### config.mk
export PLATFORM = sky130hd
export DESIGN_NAME = ysyx_22050550_reg_scoreboard
export DESIGN_NICKNAME = d
export VERILOG_FILES = /design/src/rtl/ysyx_22050550_reg_scoreboard_pkg.sv /design/src/rtl/ysyx_22050550_sb_cnt.sv /design/src/rtl/ysyx_22050550_reg_scoreboard.sv
export SDC_FILE = /design/constraint.sdc
export NUM_CORES = 1
export LEC_CHECK = 0
export BUFFER_PORTS_ARGS = -buffer_cell sky130_fd_sc_hd__buf_4
export CELL_PAD_IN_SITES_DETAIL_PLACEMENT = 1
export CELL_PAD_IN_SITES_GLOBAL_PLACEMENT = 1
export CORE_ASPECT_RATIO = 0.5
export CORE_MARGIN = 10
export CORE_UTILIZATION = 45
export CTS_CLUSTER_SIZE = 20
export DETAILED_ROUTE_END_ITERATION = 6
export GPL_ROUTABILITY_DRIVEN = 0
export PLACE_DENSITY_LB_ADDON = 0.1
export SYNTH_ARGS = -nofsm -noshare
export SYNTH_HDL_FRONTEND = slang
export SYNTH_SLANG_ARGS = --single-unit
### constraint.sdc
create_clock -name clock -period 3.5 [get_ports clock]
set_input_delay 0 -clock clock [delete_from_list [all_inputs] [get_ports clock]]
set_output_delay 0 -clock clock [all_outputs]
set_load 0.02 [all_outputs]
### src/rtl/ysyx_22050550_reg_scoreboard_pkg.sv
// Shared constants for the GPR write scoreboard.
// Register-file geometry and the pending-counter width.
package ysyx_22050550_reg_scoreboard_pkg;

    localparam int REG_NUM  = 32;
    localparam int REG_AW   = 5;
    localparam int SB_CNT_W = 2;

endpackage

### src/rtl/ysyx_22050550_sb_cnt.sv
// Saturating up/down counter of in-flight writes to one GPR.
// Simultaneous inc and dec cancel; clr wins over both.
module ysyx_22050550_sb_cnt
    import ysyx_22050550_reg_scoreboard_pkg::*;
#(
    parameter int CNT_W = SB_CNT_W
) (
    input  logic             clock,
    input  logic             reset,
    input  logic             inc,
    input  logic             dec,
    input  logic             clr,
    output logic [CNT_W-1:0] cnt,
    output logic             zero,
    output logic             full,
    output logic             underflow
);

    logic [CNT_W-1:0] cnt_q;
    logic [CNT_W-1:0] cnt_d;

    assign cnt       = cnt_q;
    assign zero      = (cnt_q == '0);
    assign full      = &cnt_q;
    assign underflow = dec & ~inc & zero;

    always_comb begin
        cnt_d = cnt_q;
        if (clr) begin
            cnt_d = '0;
        end else if (inc && !dec && !full) begin
            cnt_d = cnt_q + 1'b1;
        end else if (dec && !inc && !zero) begin
            cnt_d = cnt_q - 1'b1;
        end
    end

    always_ff @(posedge clock or negedge reset) begin
        if (!reset) begin
            cnt_q <= '0;
        end else begin
            cnt_q <= cnt_d;
        end
    end

endmodule

### src/rtl/ysyx_22050550_reg_scoreboard.sv
// GPR write scoreboard: tracks in-flight writes per register and
// stalls IDU on RAW/WAW hazards the WBU bypass cannot cover.
module ysyx_22050550_reg_scoreboard
    import ysyx_22050550_reg_scoreboard_pkg::*;
#(
    parameter int CNT_W = SB_CNT_W,
    parameter int NREG  = REG_NUM
) (
    input  logic              clock,
    input  logic              reset,
    input  logic              io_IDU_valid,
    input  logic              io_IDU_ren1,
    input  logic              io_IDU_ren2,
    input  logic [REG_AW-1:0] io_IDU_raddr1,
    input  logic [REG_AW-1:0] io_IDU_raddr2,
    input  logic              io_IDU_wen,
    input  logic [REG_AW-1:0] io_IDU_waddr,
    input  logic              io_IDU_fire,
    output logic              io_IDU_stall,
    input  logic              io_WBU_valid,
    input  logic [REG_AW-1:0] io_WBU_waddr,
    input  logic              io_flush,
    output logic [NREG-1:0]   io_busy_vec,
    output logic              io_err
);

    localparam int GW = CNT_W + 1;
    localparam logic [GW-1:0] GRACE = GW'(2 ** CNT_W);

    logic [NREG-1:0][CNT_W-1:0] cnt_w;
    logic [NREG-1:0]            zero_w;
    logic [NREG-1:0]            full_w;
    logic [NREG-1:0]            uf_w;

    logic [GW-1:0] grace_q;
    logic [GW-1:0] grace_d;
    logic          err_q;
    logic          err_d;

    logic issue;
    logic retire;
    logic pass1;
    logic pass2;
    logic raw1;
    logic raw2;
    logic waw_full;

    assign retire = io_WBU_valid & (io_WBU_waddr != '0);
    assign issue  = io_IDU_fire & io_IDU_wen
                  & (io_IDU_waddr != '0) & ~io_IDU_stall;

    assign cnt_w[0]  = '0;
    assign zero_w[0] = 1'b1;
    assign full_w[0] = 1'b0;
    assign uf_w[0]   = 1'b0;

    for (genvar i = 1; i < NREG; i++) begin : g_cnt
        ysyx_22050550_sb_cnt #(
            .CNT_W(CNT_W)
        ) u_cnt (
            .clock    (clock),
            .reset    (reset),
            .inc      (issue && io_IDU_waddr == REG_AW'(i)),
            .dec      (retire && io_WBU_waddr == REG_AW'(i)),
            .clr      (io_flush),
            .cnt      (cnt_w[i]),
            .zero     (zero_w[i]),
            .full     (full_w[i]),
            .underflow(uf_w[i])
        );
    end

    // A read is covered when WBU is writing back the only pending write.
    always_comb begin
        pass1 = io_WBU_valid & (io_WBU_waddr == io_IDU_raddr1)
              & (cnt_w[io_IDU_raddr1] == CNT_W'(1));
        pass2 = io_WBU_valid & (io_WBU_waddr == io_IDU_raddr2)
              & (cnt_w[io_IDU_raddr2] == CNT_W'(1));
        raw1 = io_IDU_ren1 & (io_IDU_raddr1 != '0)
             & ~zero_w[io_IDU_raddr1] & ~pass1;
        raw2 = io_IDU_ren2 & (io_IDU_raddr2 != '0)
             & ~zero_w[io_IDU_raddr2] & ~pass2;
        waw_full = io_IDU_wen & (io_IDU_waddr != '0)
                 & full_w[io_IDU_waddr]
                 & ~(retire & (io_WBU_waddr == io_IDU_waddr));
        io_IDU_stall = io_IDU_valid & (raw1 | raw2 | waw_full);
    end

    // Late retires of flushed writes are tolerated while grace runs.
    always_comb begin
        grace_d = grace_q;
        err_d   = err_q;
        if (io_flush) begin
            grace_d = GRACE;
        end else if (grace_q != '0) begin
            grace_d = grace_q - 1'b1;
        end
        if (io_IDU_fire && io_IDU_stall) begin
            err_d = 1'b1;
        end
        if ((|uf_w) && !io_flush && grace_q == '0) begin
            err_d = 1'b1;
        end
    end

    always_ff @(posedge clock or negedge reset) begin
        if (!reset) begin
            grace_q <= '0;
            err_q   <= 1'b0;
        end else begin
            grace_q <= grace_d;
            err_q   <= err_d;
        end
    end

    assign io_busy_vec = ~zero_w;
    assign io_err      = err_q;

endmodule
==> impl_results.md, run 1 <==
* Result of the run: complete, but fails checks
* Violated checks: negative setup slack
* Initial antenna violation count at 1
* Clock-pin transition on the worst setup and hold timing paths at 0.07 ns
* Worst supply voltage drop on vdd at 0.000219 V
* Number of vias after detailed routing at 8540
* Count of buffers inserted at the top-level ports at 61
* Fraction of power spent switching nets at 34.5%
* Startpoint of the lowest-slack hold path: io_WBU_waddr[0]
* Yosys cell types at 82
* Min-Delay Path Depth at 4
* Setup violation total in the final timing report at 1
* Count of antenna diodes in the layout at 0
* Detailed-placement wirelength estimate at 25.6 mm
* Post-detailed-route DRC marker count at 0
* Post-Synthesis Net Count at 972
* Starting density of the core at 46.7%
* Remaining antenna violation count after routing at 0
* Most common cell after layout, fill and taps aside: sky130_fd_sc_hd__buf_4
* Average via count per standard cell at 6.76
* Worst path required time at 3.74 ns
* Transition at the pin with the smallest max-transition slack at 0.953 ns
* Drt first pass iters at 6
* Share of power burned in the clock network at 40.6%
* Number of register bits inferred by synthesis at 66
* Clk_lat worst skew at 0.36 ns
* Total instance count after detailed placement at 1244
* Kind of launch point of the worst setup path: register
* CP peak stage delay at 0.48 ns
* Most instantiated flip-flop cell in the synthesis netlist: sky130_fd_sc_hd__dfrtp_1
* Utilization of the core after routing at 57.8%
* Sequential-to-total area share from yosys stat at 24.1%
* Count of final max-slew check failures at 0
* Top Ports at 63
* Number of clock sinks at 66
* Worst reg2reg startpoint: g_cnt[19].u_cnt.cnt[0]
* Data arrival time of the critical path at 3.74 ns
* Highest fanout seen on the critical path at 8
* Buffer cell driving the clock tree root: sky130_fd_sc_hd__clkbuf_16
* Slowest stage cell, crit path: sky130_fd_sc_hd__nor2_1
* Final global-route overflow total at 0
* EDFF count, synth at 0
* Standard-cell rows at 31
* Class of the most critical hold timing path: primary input to register
* Remaining max-slew budget at the tightest pin at 36.5%
* Reg2Reg Depth at 13
* Maximum root-to-sink buffer count at 2
* Routed length per instance at 26.4 um
* Crit path launch: g_cnt[19].u_cnt.cnt[0]
* Initial detailed-routing violation count at 1144
* Sum of routed wire length over all layers at 33.3 mm
* Overall Global Routing Usage at 30.6%
* Net Sw Power at 751 uW
* Die extent in x at 195 um
* Leakage power at 0.00381 uW
* Final setup TNS at -0.00555 ns
* Final Non-Filler Cells at 1264
* Fill cell total of the finished layout at 1892
* Commonest non-fill, non-tap cells in the layout: sky130_fd_sc_hd__buf_4, sky130_fd_sc_hd__nor2_1, sky130_fd_sc_hd__nand2_1
* Fin worst setup slack at -0.00555 ns
* Worst Setup Path Type: register to register
* Gate Count Post-Synth at 941
* Wire length of the first global-routing pass at 50.1 mm
* Cell internal power dissipation at 1430 uW
* Minimum clock period after layout at 3.51 ns
* Worst Clk Skew at 0.0102 ns
* Worst path cell trace: nor2_1 -> a211oi_1 -> or4_1 -> nand4_1 -> a21bo_2 -> o21ai_2 -> nor2_4 -> buf_4 -> a211oi_1 -> or4_1 -> nor4_2 -> buf_4 -> a31oi_1
* Part of the power in combinational logic at 23.1%
* Critical Path Sink Type: register
* Sequential Power Share at 36.3%
* CTS H-tree depth at 3
* Maximum clock frequency at 285 MHz
* Inserted Clock Buffers at 9
* Pin count of the biggest net entering global routing at 67
* Final #Nets at 1092
* Via count of the first global-routing pass at 8429
* Average size of a mapped cell at 7.30 um^2
* Combined area of all synthesized cells at 6870 um^2
* Number of violations of the max-capacitance limit at 0
* Area growth syn-to-layout at 23.9%
* Total core area at 14700 um^2
* Count of endpoints failing hold in the final timing report at 0
* Area of the die at 20900 um^2
* Clock tree from TritonCTS: done
* FFs w/ async S/R, synth at 100%
* Layout cell share with drive strength beyond 1 at 24.6%
* Final worst-path cycle share at 100%
* Yosys warning total at 0
* Cell area power density at 256 nW/um^2
* Die height at 107 um
[synth_stat cells, drive strengths merged, types with 3 or more instances]
cell type | n | share of area, %
mux2i | 11 | 1.6
a22oi | 9 | 0.98
nor2 | 119 | 6.6
nor3b | 5 | 0.62
xnor2 | 4 | 0.51
mux2 | 6 | 0.98
a21oi | 103 | 7.5
or3b | 3 | 0.38
mux4 | 17 | 5.6
nand3b | 6 | 0.66
xor2 | 11 | 1.4
o21ai | 41 | 3.1
a31o | 3 | 0.51
nand2 | 110 | 6.0
inv | 43 | 2.4
o22ai | 7 | 0.64
and3 | 18 | 1.6
dfrtp | 66 | 24
o2111ai | 5 | 0.64
o211ai | 7 | 0.77
nand4 | 8 | 0.73
a2111oi | 4 | 0.60
o21a | 6 | 0.66
nand2b | 35 | 3.3
a32oi | 3 | 0.38
a21o | 7 | 0.77
nor4 | 6 | 0.73
nor3 | 33 | 2.5
clkbuf | 20 | 1.1
o22a | 5 | 0.64
buf | 38 | 3.4
and2 | 14 | 1.3
o211a | 3 | 0.44
or4 | 5 | 0.55
nor2b | 31 | 2.8
nand3 | 28 | 2.0
o21bai | 4 | 0.44
a31oi | 15 | 1.4
a311oi | 7 | 0.89
or3 | 5 | 0.46
a211oi | 21 | 2.3
or2 | 14 | 1.3
[logic make-up (layout without fill, tap and decap cells)]
| logic type | Yosys count | count (layout) | share of synthesized area (%) |
|---|---|---|---|
| AO/OA/AOI/OAI | 272 | 272 | 25.6 |
| AND/OR/NAND/NOR | 449 | 449 | 32.8 |
| multiplexers | 34 | 34 | 8.16 |
| XOR/XNOR | 15 | 15 | 1.91 |
| flip-flops | 66 | 66 | 24.1 |
| other | 1 | 1 | 0.0546 |
| adder cells (fa/ha/maj) | 2 | 2 | 0.364 |
| buffers and inverters | 102 | 227 | 6.98 |
[critical path, delay by kind of cell (launching register included)]
| family | cells | cell delay (ns) |
|---|---|---|
| buf+inv | 2 | 0.36 |
| flops | 1 | 0.45 |
| compound gates | 5 | 0.64 |
| simple gates | 6 | 1.92 |
[sequential cells by signal, summed over array words and instances (netlist names)]
signal / count
g_cnt.u_cnt.cnt: 62
grace_q: 3
io_err: 1
[power groups by stage]
stage | Combinational (uW) | Clock [uW] | Sequential [uW]
2_1_floorplan | 272 | 0 | 803
3_3_place_gp | 450 | 0 | 805
3_5_place_dp | 463 | 0 | 806
4_1_cts | 471 | 885 | 792
5_1_grt | 525 | 924 | 794
6_report | 502 | 884 | 792
[path summary, 6_finish.rpt]
path                                     endpoint  slack, ns
setup / recovery                           io_err     -0.006
hold / removal             g_cnt[24].u_cnt.cnt[0]       0.15
setup reg to reg                           io_err     -0.006
hold reg to reg                        grace_q[2]       0.47
max in group asynchronous  g_cnt[18].u_cnt.cnt[0]       2.47
min in group asynchronous   g_cnt[7].u_cnt.cnt[1]       0.33
[final cells by class]
| type | instances | area, um^2 | area share, % |
|---|---|---|---|
| clock buffers | 9 | 225 | 2.65 |
| clock inverters | 7 | 46.3 | 0.544 |
| inverters | 44 | 168 | 1.97 |
| multi-input cells | 773 | 4880 | 57.4 |
| flip-flops and latches | 66 | 1660 | 19.5 |
| well taps | 198 | 248 | 2.91 |
| repair buffers | 167 | 1280 | 15.1 |
[metrics by stage]
step           setup WS, ns  cell area (um^2)  power [uW]  hold slack [ns]
2_1_floorplan         0.413              6870        1080           -0.296
3_3_place_gp         0.0777              8050        1250            0.191
3_5_place_dp        -0.0652              8050        1270            0.203
4_1_cts              0.0419              8350        2150            0.133
5_1_grt             -0.0560              8500        2240            0.171
6_report           -0.00555              8500        2180            0.153
[per-layer routing]
| layer | part of all wire, % | GRT usage, % | wire [um] |
|---|---|---|---|
| met4 | 3.3 | 10.8 | 1100 |
| met5 | 0.048 | 0 | 16 |
| met1 | 40 | 39.3 | 13500 |
| met3 | 16 | 14.4 | 5220 |
| met2 | 41 | 44.1 | 13500 |
[repair_timing]
item,4_1_cts,5_1_grt
gates resized for setup,3,35
setup buffers,0,3
hold endpoints to repair,66,0
endpoints found under the setup margin,3,2
hold buffers,1,0
pin swaps,0,7
Note: power is estimated with default switching activity, not from simulation.
==> run 2: changes to the inputs <==
- CORE_MARGIN: 10 -> not set
- SETUP_SLACK_MARGIN: not set -> 0.2
==> run 2 against run 1 <==
  * The run ends with design-rule violations left
  * Core utilization increased by 1.1 points
  * Register-to-register slack better by 0.13 ns
  * Sequential share of layout area is 0.19 points lower
  * Final cell count decreased by 0.47%
  * Die area is 24% lower
  * Hold slack improved by 0.019 ns
  * Combinational power is 1% higher
  * Global-route usage rose by 12 points
  * Final area is 1.7% higher
  * Critical endpoint unchanged
  * Highest routed layer is now met4
==> impl_results.md, run 2 (synthesized netlist as in run 1, its figures left out) <==
* Result of the run: complete, but fails checks (unchanged)
* Violated checks: design-rule violations (was negative setup slack)
* Initial antenna violation count at 1 (unchanged)
* Transition at the pin with the smallest max-transition slack at 0.987 ns (was 0.953 ns)
* Count of endpoints failing hold in the final timing report at 0 (unchanged)
* Count of final max-slew check failures at 0 (unchanged)
* Most common cell after layout, fill and taps aside: sky130_fd_sc_hd__buf_4 (unchanged)
* Count of buffers inserted at the top-level ports at 61 (unchanged)
* Pin count of the biggest net entering global routing at 67 (unchanged)
* Fraction of power spent switching nets at 31.2% (was 34.5%)
* Metal2 WL at 13.6 mm (was 13.5 mm)
* Layout cell share with drive strength beyond 1 at 26.9% (was 24.6%)
* Inserted Clock Buffers at 9 (unchanged)
* Standard-cell rows at 31 (unchanged)
* Worst Clk Skew at 0.00804 ns (was 0.0102 ns)
* Die height at 89.3 um (was 107 um)
* RSZ-0062 raised after global routing: yes
* Net Sw Power at 739 uW (was 751 uW)
* Highest fanout seen on the critical path at 13 (was 8)
* Share of power burned in the clock network at 45.1% (was 40.6%)
* Overall Global Routing Usage at 42.4% (was 30.6%)
* Die extent in x at 177 um (was 195 um)
* Data arrival time of the critical path at 3.61 ns (was 3.74 ns)
* Maximum clock frequency at 296 MHz (was 285 MHz)
* Final #Nets at 1085 (was 1092)
* Remaining antenna violation count after routing at 0 (unchanged)
* Worst supply voltage drop on vdd at 0.000222 V (was 0.000219 V)
* Top Ports at 63 (unchanged)
* Met3 routed WL at 4.69 mm (was 5.22 mm)
* Routed length per instance at 26.7 um (was 26.4 um)
* Minimum clock period after layout at 3.38 ns (was 3.51 ns)
* Number of vias after detailed routing at 8653 (was 8540)
* Commonest non-fill, non-tap cells in the layout: sky130_fd_sc_hd__buf_4, sky130_fd_sc_hd__nand2_1, sky130_fd_sc_hd__nor2_1 (was sky130_fd_sc_hd__buf_4, sky130_fd_sc_hd__nor2_1, sky130_fd_sc_hd__nand2_1)
* Length of routed wiring on met1 at 13.9 mm (was 13.5 mm)
* CTS H-tree depth at 3 (unchanged)
* Clk_lat worst skew at 0.36 ns (about the same)
* Number of violations of the max-capacitance limit at 0 (unchanged)
* Via count of the first global-routing pass at 8168 (was 8429)
* Worst Setup Path Type: register to register (unchanged)
* Uppermost metal layer occupied by signal nets: met4 (was met5)
* Final worst-path cycle share at 96.4% (was 100%)
* Leakage power at 0.00383 uW (was 0.00381 uW)
* Total instance count after detailed placement at 1226 (was 1244)
* Post-detailed-route DRC marker count at 1 (was 0)
* Clock tree from TritonCTS: done (unchanged)
* Clock-pin transition on the worst setup and hold timing paths at 0.06 ns (was 0.07 ns)
* Setup violation total in the final timing report at 0 (was 1)
* Remaining max-slew budget at the tightest pin at 34.2% (was 36.5%)
* Drt first pass iters at 7 (was 6)
* Class of the most critical hold timing path: primary input to register (unchanged)
* Pre-CTS setup slack at -0.194 ns (was -0.0652 ns)
* Worst path required time at 3.73 ns (was 3.74 ns)
* Maximum root-to-sink buffer count at 2 (unchanged)
* Area of the die at 15800 um^2 (was 20900 um^2)
* Fill cell total of the finished layout at 1858 (was 1892)
* Critical Path Sink Type: register (unchanged)
* Cell area power density at 274 nW/um^2 (was 256 nW/um^2)
* Total core area at 14700 um^2 (about the same)
* Initial detailed-routing violation count at 1411 (was 1144)
* Kind of launch point of the worst setup path: register (unchanged)
* Detailed-placement wirelength estimate at 24.6 mm (was 25.6 mm)
* Fin worst setup slack at 0.125 ns (was -0.00555 ns)
* Max reg flops at 62 (unchanged)
* Final global-route overflow total at 0 (unchanged)
* Part of the power in combinational logic at 21.4% (was 23.1%)
* Area growth syn-to-layout at 25.9% (was 23.9%)
* Cell internal power dissipation at 1630 uW (was 1430 uW)
* Sum of routed wire length over all layers at 33.6 mm (was 33.3 mm)
* Final Non-Filler Cells at 1258 (was 1264)
* Sequential Power Share at 33.5% (was 36.3%)
* Average via count per standard cell at 6.88 (was 6.76)
* Wire length of the first global-routing pass at 49.1 mm (was 50.1 mm)
* Buffer cell driving the clock tree root: sky130_fd_sc_hd__clkbuf_16 (unchanged)
* Number of clock sinks at 66 (unchanged)
* Starting density of the core at 46.8% (was 46.7%)
==> run 2: final cells by class <==
cell class / instances / area (um^2) / area share [%]
sequential: 66 / 1670 / 19.3
clock buffer: 12 / 267 / 3.08
inverter: 44 / 168 / 1.94
timing repair buffer: 160 / 1220 / 14.1
multi-input combinational: 773 / 5000 / 57.8
clock inverter: 4 / 72.6 / 0.839
antenna: 1 / 2.50 / 0.0289
tap: 198 / 248 / 2.87
==> run 2: power groups by stage <==
stage	Sequential (uW)	Combinational [uW]	Clock [uW]
after floorplan	803	272	0
after global placement	805	447	0
after detailed placement	807	458	0
after CTS	794	473	1070
after global routing	796	530	1100
final	794	508	1070
==> run 2: per-stage QoR <==
step | hold slack (ns) | utilization (%) | total power, uW | TNS [ns] | area, um^2
3_5_place_dp | 0.203 | 53.9 | 1260 | -0.249 | 7910
3_3_place_gp | 0.186 | 53.9 | 1250 | -0.00881 | 7910
5_1_grt | 0.202 | 59.0 | 2430 | 0 | 8650
6_report | 0.172 | 59.0 | 2370 | 0 | 8650
2_1_floorplan | -0.296 | - | 1080 | 0 | 6870
4_1_cts | 0.142 | 57.9 | 2340 | 0 | 8490
==> run 2: timing repair <==
item | 4_1_cts | 5_1_grt
buffers inserted | 12 | 2
resized for setup | 38 | 40
setup endpoints to repair | 35 | 27
pin swaps | 6 | 5
hold buffers | 1 | 0
endpoints found under the hold margin | 66 | 0
==> run 2: layer usage <==
| layer | vias up | global-route usage, % |
|---|---|---|
| li1 | 3620 | - |
| met1 | 4259 | 56.3 |
| met2 | 623 | 61.1 |
| met3 | 151 | 16.8 |
| met4 | 0 | 17.6 |
| met5 | - | 0 |
==> run 2: worst paths after layout <==
kind	start	end	slack, ns	depth (start not counted)
worst max-delay path	g_cnt[19].u_cnt.cnt[1]	io_err	0.12	12
worst min-delay path	io_WBU_waddr[1]	g_cnt[24].u_cnt.cnt[0]	0.17	4
worst max register to register	g_cnt[19].u_cnt.cnt[1]	io_err	0.12	12
worst min register to register	grace_q[2]	grace_q[2]	0.50	1
max in group asynchronous	reset	g_cnt[30].u_cnt.cnt[1]	2.45	2
min in group asynchronous	reset	g_cnt[7].u_cnt.cnt[1]	0.36	2
==> run 2: worst max-delay path, stage by stage (launching register included) <==
cell and delay, ns:
sky130_fd_sc_hd__dfrtp_2 0.46, sky130_fd_sc_hd__nand2b_4 0.18, sky130_fd_sc_hd__mux4_2 0.48, sky130_fd_sc_hd__o22ai_2 0.17, sky130_fd_sc_hd__o2111ai_1 0.14, sky130_fd_sc_hd__o21a_1 0.17, sky130_fd_sc_hd__a31o_4 0.30, sky130_fd_sc_hd__nor2_4 0.27
sky130_fd_sc_hd__buf_4 0.26, sky130_fd_sc_hd__nand2_1 0.12, sky130_fd_sc_hd__a2111o_1 0.39, sky130_fd_sc_hd__nor4_2 0.22, sky130_fd_sc_hd__a31oi_1 0.11
